## src/rtl/muldiv_pkg.sv

```systemverilog
// Shared definitions for the iterative multiply/divide unit:
// operation encodings, FSM states and small operation decode helpers.
package muldiv_pkg;

    localparam logic [1:0] OP_MULTU = 2'b00;
    localparam logic [1:0] OP_MULT  = 2'b01;
    localparam logic [1:0] OP_DIVU  = 2'b10;
    localparam logic [1:0] OP_DIV   = 2'b11;

    typedef enum logic [1:0] {
        ST_IDLE = 2'd0,
        ST_CALC = 2'd1,
        ST_FIX  = 2'd2
    } state_t;

    // Encoding places divide in bit 1 and signedness in bit 0.
    function automatic logic op_is_div(input logic [1:0] op);
        return op[1];
    endfunction

    function automatic logic op_is_signed(input logic [1:0] op);
        return op[0];
    endfunction

endpackage

```

## src/rtl/muldiv_step.sv

```systemverilog
// One combinational iteration: shift-add for multiply, restoring
// shift-subtract for divide, operating on magnitudes only.
module muldiv_step #(
    parameter int WIDTH = 32
) (
    input  logic             is_div,
    input  logic [WIDTH-1:0] acc_hi,
    input  logic [WIDTH-1:0] acc_lo,
    input  logic [WIDTH-1:0] opnd,
    output logic [WIDTH-1:0] nxt_hi,
    output logic [WIDTH-1:0] nxt_lo
);

    logic [WIDTH:0]   sum;
    logic [WIDTH:0]   shifted;
    logic             ge;
    logic [WIDTH-1:0] rem_sub;

    always_comb begin
        // Multiply: {acc_hi, acc_lo} is the product register, multiplier in acc_lo.
        sum     = {1'b0, acc_hi} + (acc_lo[0] ? {1'b0, opnd} : '0);
        // Divide: acc_hi is the partial remainder, acc_lo shifts dividend out / quotient in.
        shifted = {acc_hi, acc_lo[WIDTH-1]};
        ge      = (shifted >= {1'b0, opnd});
        rem_sub = shifted[WIDTH-1:0] - opnd;

        if (is_div) begin
            if (ge) begin
                nxt_hi = rem_sub;
                nxt_lo = {acc_lo[WIDTH-2:0], 1'b1};
            end else begin
                nxt_hi = shifted[WIDTH-1:0];
                nxt_lo = {acc_lo[WIDTH-2:0], 1'b0};
            end
        end else begin
            nxt_hi = sum[WIDTH:1];
            nxt_lo = {sum[0], acc_lo[WIDTH-1:1]};
        end
    end

endmodule

```

## src/rtl/muldiv_iter.sv

```systemverilog
// Iterative multiply/divide unit with HI/LO result registers: one bit per
// cycle on operand magnitudes, then a single sign-correction cycle.
module muldiv_iter
    import muldiv_pkg::*;
#(
    parameter int WIDTH = 32
) (
    input  logic             clk,
    input  logic             rst,
    input  logic             start,
    input  logic [1:0]       op,
    input  logic [WIDTH-1:0] a,
    input  logic [WIDTH-1:0] b,
    input  logic             cancel,
    input  logic             wr_hi,
    input  logic             wr_lo,
    input  logic [WIDTH-1:0] wdata,
    output logic             busy,
    output logic             done,
    output logic             dz,
    output logic [WIDTH-1:0] hi,
    output logic [WIDTH-1:0] lo
);

    localparam int               CNT_W = $clog2(WIDTH);
    localparam logic [CNT_W-1:0] LAST  = CNT_W'(WIDTH - 1);

    state_t           state, state_nxt;
    logic [CNT_W-1:0] cnt;
    logic             accept;
    logic             finish;

    logic             is_div_r;
    logic             neg_q_r;
    logic             neg_r_r;
    logic             bz_r;
    logic [WIDTH-1:0] opnd_r;
    logic [WIDTH-1:0] acc_hi;
    logic [WIDTH-1:0] acc_lo;
    logic [WIDTH-1:0] step_hi;
    logic [WIDTH-1:0] step_lo;

    logic               sgn_a;
    logic               sgn_b;
    logic [2*WIDTH-1:0] prod;
    logic [WIDTH-1:0]   res_hi;
    logic [WIDTH-1:0]   res_lo;

    function automatic logic [WIDTH-1:0] cond_neg(input logic [WIDTH-1:0] v, input logic en);
        return en ? -v : v;
    endfunction

    function automatic logic [2*WIDTH-1:0] cond_neg_wide(input logic [2*WIDTH-1:0] v,
                                                         input logic en);
        return en ? -v : v;
    endfunction

    assign busy  = (state != ST_IDLE);
    assign sgn_a = op_is_signed(op) & a[WIDTH-1];
    assign sgn_b = op_is_signed(op) & b[WIDTH-1];

    always_ff @(posedge clk or posedge rst) begin
        if (rst) begin
            state <= ST_IDLE;
        end else begin
            state <= state_nxt;
        end
    end

    always_comb begin
        state_nxt = state;
        accept    = 1'b0;
        finish    = 1'b0;
        case (state)
            ST_IDLE: begin
                if (start && !cancel) begin
                    accept    = 1'b1;
                    state_nxt = ST_CALC;
                end
            end
            ST_CALC: begin
                if (cancel) begin
                    state_nxt = ST_IDLE;
                end else if (cnt == LAST) begin
                    state_nxt = ST_FIX;
                end
            end
            ST_FIX: begin
                finish    = !cancel;
                state_nxt = ST_IDLE;
            end
            default: state_nxt = ST_IDLE;
        endcase
    end

    // Operand capture and iteration datapath; no reset needed, only read after acceptance.
    always_ff @(posedge clk) begin
        if (accept) begin
            is_div_r <= op_is_div(op);
            neg_q_r  <= sgn_a ^ sgn_b;
            neg_r_r  <= sgn_a;
            bz_r     <= (b == '0);
            opnd_r   <= cond_neg(b, sgn_b);
            acc_hi   <= '0;
            acc_lo   <= cond_neg(a, sgn_a);
        end else if (state == ST_CALC) begin
            acc_hi   <= step_hi;
            acc_lo   <= step_lo;
        end
    end

    muldiv_step #(
        .WIDTH (WIDTH)
    ) u_step (
        .is_div (is_div_r),
        .acc_hi (acc_hi),
        .acc_lo (acc_lo),
        .opnd   (opnd_r),
        .nxt_hi (step_hi),
        .nxt_lo (step_lo)
    );

    // Sign correction: divide by zero falls out as |a| remainder, only the quotient is forced.
    always_comb begin
        prod = cond_neg_wide({acc_hi, acc_lo}, neg_q_r);
        if (is_div_r) begin
            res_hi = cond_neg(acc_hi, neg_r_r);
            res_lo = bz_r ? '1 : cond_neg(acc_lo, neg_q_r);
        end else begin
            res_hi = prod[2*WIDTH-1:WIDTH];
            res_lo = prod[WIDTH-1:0];
        end
    end

    always_ff @(posedge clk or posedge rst) begin
        if (rst) begin
            cnt  <= '0;
            hi   <= '0;
            lo   <= '0;
            dz   <= 1'b0;
            done <= 1'b0;
        end else begin
            done <= finish;
            if (accept) begin
                cnt <= '0;
            end else if (state == ST_CALC) begin
                cnt <= cnt + CNT_W'(1);
            end
            if (finish) begin
                hi <= res_hi;
                lo <= res_lo;
                dz <= is_div_r & bz_r;
            end else if (state == ST_IDLE) begin
                if (wr_hi) hi <= wdata;
                if (wr_lo) lo <= wdata;
            end
        end
    end

endmodule

```

## config.mk

```make
export PLATFORM = sky130hd
export DESIGN_NAME = muldiv_iter
export DESIGN_NICKNAME = d
export VERILOG_FILES = /design/src/rtl/muldiv_pkg.sv /design/src/rtl/muldiv_step.sv /design/src/rtl/muldiv_iter.sv
export SDC_FILE = /design/constraint.sdc
export NUM_CORES = 1
export LEC_CHECK = 0
export CORE_MARGIN = 1.5
export CORE_UTILIZATION = 45
export CTS_BUF_LIST = sky130_fd_sc_hd__clkbuf_2
export CTS_CLUSTER_DIAMETER = 120
export DETAILED_ROUTE_END_ITERATION = 10
export HOLD_SLACK_MARGIN = 0.02
export PLACE_DENSITY = 0.69
export SLEW_MARGIN = 20
export SYNTH_ARGS = -nofsm -noshare
export SYNTH_HDL_FRONTEND = slang
export SYNTH_SLANG_ARGS = --single-unit
```

## constraint.sdc

```tcl
create_clock -name clk -period 3.4 [get_ports clk]
set_clock_uncertainty 0.05 [all_clocks]
set_input_delay 0.68 -clock clk [delete_from_list [all_inputs] [get_ports clk]]
set_output_delay 0.68 -clock clk [all_outputs]
set_load 0.1 [all_outputs]
```

==> qor.log <==
INFO  status         status=finished, final reports clean
INFO  critical_path  startpoint_type=flip-flop
INFO  floorplanning  floorplan.io_pins=171
INFO  grt            first_pass_grt_wire_length=76700um
INFO  routing        dr.pass1.iters=5
INFO  finish         finalInstanceArea=17500squm
INFO  critical_path  ff2ff_path_depth=13
INFO  critical_path  worst-endpoint-required=4140ps
INFO  logic_synthesis syn_nets=1906
INFO  sta            period_needed=3320ps
INFO  clock_network  cts_tree=done
INFO  clock_network  tritoncts.num_buffers=17
INFO  logic_synthesis synthTopCellsByCount=233 x nand2_1, 146 x a21oi_1, 141 x o21ai_0
INFO  grt            first_global_vias=13500
INFO  clock_network  clk_pin_slew=320ps
INFO  placed_design  placedInstanceArea=17200squm
INFO  routing        route.antenna.remaining_nets=0
INFO  routing        finalWirelength=50100um
INFO  grt            globalRouteTotalUtil=0.301
INFO  sta            setup-tns-final=0ps
INFO  pwr            vdd.ir_drop.worst=0.000293V
INFO  sta            slew_viol_final=0
INFO  floorplanning  floorplan.die.width=181um
INFO  sta            timing.slew.headroom=0.358
INFO  grt            grt_use_met2=0.469
INFO  routing        drc=0
INFO  logic_synthesis asyncSetResetFlopFracSynth=0.422
INFO  grt            globalRouteMet1Util=0.444
INFO  logic_synthesis synthesis_warning_total=0
INFO  critical_path  endpoint_kind=flip-flop
INFO  critical_path  worst_ep_arrival_time=4060ps
INFO  clock_network  clk_path_buf_depth=2
INFO  sta            fmaxAchievable=301MHz
INFO  logic_synthesis syn_area=14200squm
INFO  floorplanning  row_count=64
INFO  routing        vias_per_cell=6.02
INFO  clock_network  cts_num_sinks=173
INFO  logic_synthesis sequential_fraction_of_the_synthesis_area=0.317
INFO  floorplanning  design.die.area=32700squm
INFO  logic_synthesis synth_flop_cell=dfrtp_1
INFO  logic_synthesis netlist.area_leader.share=0.143
INFO  logic_synthesis netlist.top_cell.by_area=edfxtp_1
INFO  clock_network  clock-root-buffer=clkbuf_2
INFO  finish         nets=2164
INFO  grt            grt_max_degree=101
INFO  logic_synthesis yosys.cell_types.count=85
INFO  placed_design  gpl.final_weighted_congestion=0.982
INFO  logic_synthesis synth_enable_flop_cells=68
INFO  floorplanning  chipHeight=181um
INFO  routing        avgRoutedWirePerCell=20.9um
INFO  floorplanning  core_area=30900squm
INFO  sta            worst_margin_slew=959ps
INFO  finish         area_growth_syn_to_layout=23.2%
INFO  clock_network  insertion_delay=840ps
INFO  logic_synthesis synth.avg_cell_area=8.23squm
INFO  grt            global_route.overflow_total=0
INFO  sta            timing.final.setup_violations=0
INFO  grt            use_met3=0.0373
INFO  floorplanning  floorplan.initialDensity=0.461
INFO  flow_run       max_cap_viol_count=0
INFO  logic_synthesis synthTopCellsByArea=edfxtp_1 14%, dfrtp_1 13%, xor2_1 6.2%
INFO  sta            final-hold-violation-count=0
INFO  logic_synthesis syn-instance-count=1730
INFO  pwr            power.static_leakage=7.57nW
INFO  placed_design  buffer_ports.inserted=170
INFO  pwr            power_density=706nW/um^2
INFO  finish         drive_above_1_share=0.167
INFO  finish         layout.core_utilization=0.568
INFO  critical_path  reg2reg_setup_slack=80ps
INFO  clock_network  htree_num_levels=4
INFO  critical_path  worst-path-max-fanout=16
INFO  logic_synthesis post-synth-top-count-cell=nand2_1
INFO  routing        detailed_router_s_first_iteration_violation_count=1349
INFO  sta            share_of_the_clock_period_used_by_the_worst_path=0.976
INFO  hold_path      hp-class=input pin to asynchronous set/reset pin
INFO  routing        route.vias.total=14400
INFO  placed_design  post-dp-hpwl=39800um
INFO  grt            grt_antenna_before_repair=2
INFO  sta            rsz0062_at_grt=yes
INFO  grt            grt_busiest_layer=met2
INFO  logic_synthesis synth_seq_cells=173
INFO  critical_path  worst-setup-path-type=flip-flop to flip-flop
-- area by class of cell --
type	instances	area, sq um
sequential	173	4510
timing repair buffer	322	2750
inverter	72	270
antenna	1	2.50
multi-input combinational	1402	9280
clock inverter	14	149
fill	2957	13400
tap	396	495
clock buffer	18	90.1
-- logic make-up (layout without fill, tap and decap cells) --
family	count (synthesis)	in the layout	share of synthesized area
adder cells (fa/ha/maj)	72	72	0.0643
AO/OA/AOI/OAI	538	538	0.239
buffers and inverters	155	426	0.0418
AND/OR/NAND/NOR	560	560	0.189
XOR/XNOR	172	172	0.106
flip-flops	173	173	0.317
other	0	1	0
multiplexers	60	60	0.0428
-- worst paths after layout --
path,start,to
max,acc_lo[0],acc_hi[29]
min,rst,lo[11]
max reg2reg,acc_lo[0],acc_hi[29]
min reg2reg,lo[10],lo[10]
max in group asynchronous,rst,cnt[1]
min in group clk,wdata[21],lo[21]
-- flip-flops by register name (all words and copies together) (netlist names) --
register / count
acc_hi: 32
acc_lo: 32
bz_r: 1
cnt: 5
done: 1
dz: 1
hi: 32
is_div_r: 1
lo: 32
neg_q_r: 1
neg_r_r: 1
opnd_r: 32
state: 2
-- worst max-delay path, cell delays in order (launching register included) --
cell and delay (ps):
edfxtp_1 470, inv_2 120, buf_8 170, nor2_1 70
ha_1 330, o211ai_1 110, o21ai_2 180, a211oi_2 80
o31ai_2 410, a21oi_2 180, or4_4 550, and3_1 190
o31a_1 240, a41oi_2 140
-- layout by cell type, fill, tap and decap left out, drive strengths merged, types with 5 or more instances in the layout --
master         instances
nand2                236
nor2b                 20
nor3                  37
o31ai                 26
nand3                 34
dfxtp                 32
a221oi                 6
a22oi                  6
a31oi                 27
nand2b                 8
dfrtp                 73
xnor2                 71
clkbuf                18
clkdlybuf4s50        104
nand4                 10
o21ai                156
a21oi                148
o21bai                10
buf                  218
inv                   81
ha                    70
xor2                 101
o41ai                 13
or4                   13
and3                  18
a211oi                29
a32oi                 21
and2                  11
mux2i                 53
nor4                  21
a21o                  38
o21a                   9
or3                    9
nor2                 128
mux2                   7
edfxtp                68
o211ai                 5
-- power breakdown --
group	leakage, nW	total (W)	switching (W)	internal [W]
sequential	1.81	0.00316	0.000537	0.00262
clock	0.149	0.00120	0.000895	0.000303
combinational	5.61	0.00802	0.00493	0.00309
total	7.57	0.0124	0.00637	0.00601
-- routing by layer --
layer / vias to the layer above / share of wire
met1: 6919 / 0.47
met5: - / 0
met4: 0 / 0.019
met2: 638 / 0.44
met3: 60 / 0.078
li1: 6821 / -
-- metrics by stage --
| step | power, W | hold slack, ps | instances | setup slack [ps] |
|---|---|---|---|---|
| finish | 0.0124 | 96.6 | 2398 | 80.7 |
| global route | 0.0131 | 137 | 2398 | -78.2 |
| CTS | 0.0121 | 107 | 2395 | 38.0 |
| detailed placement | 0.0109 | 422 | 2363 | -93.3 |
| global placement | 0.0109 | 416 | 2363 | -59.8 |
| floorplan | 0.00810 | 415 | 1730 | 83.2 |
-- what timing repair did --
action                                  4_1_cts  5_1_grt
setup buffers                                 0        2
hold buffers                                  0        0
pin swaps                                     0        7
endpoints found under the setup margin        9       28
gates resized for setup                       7       31
(Power assumes the default switching activity.)
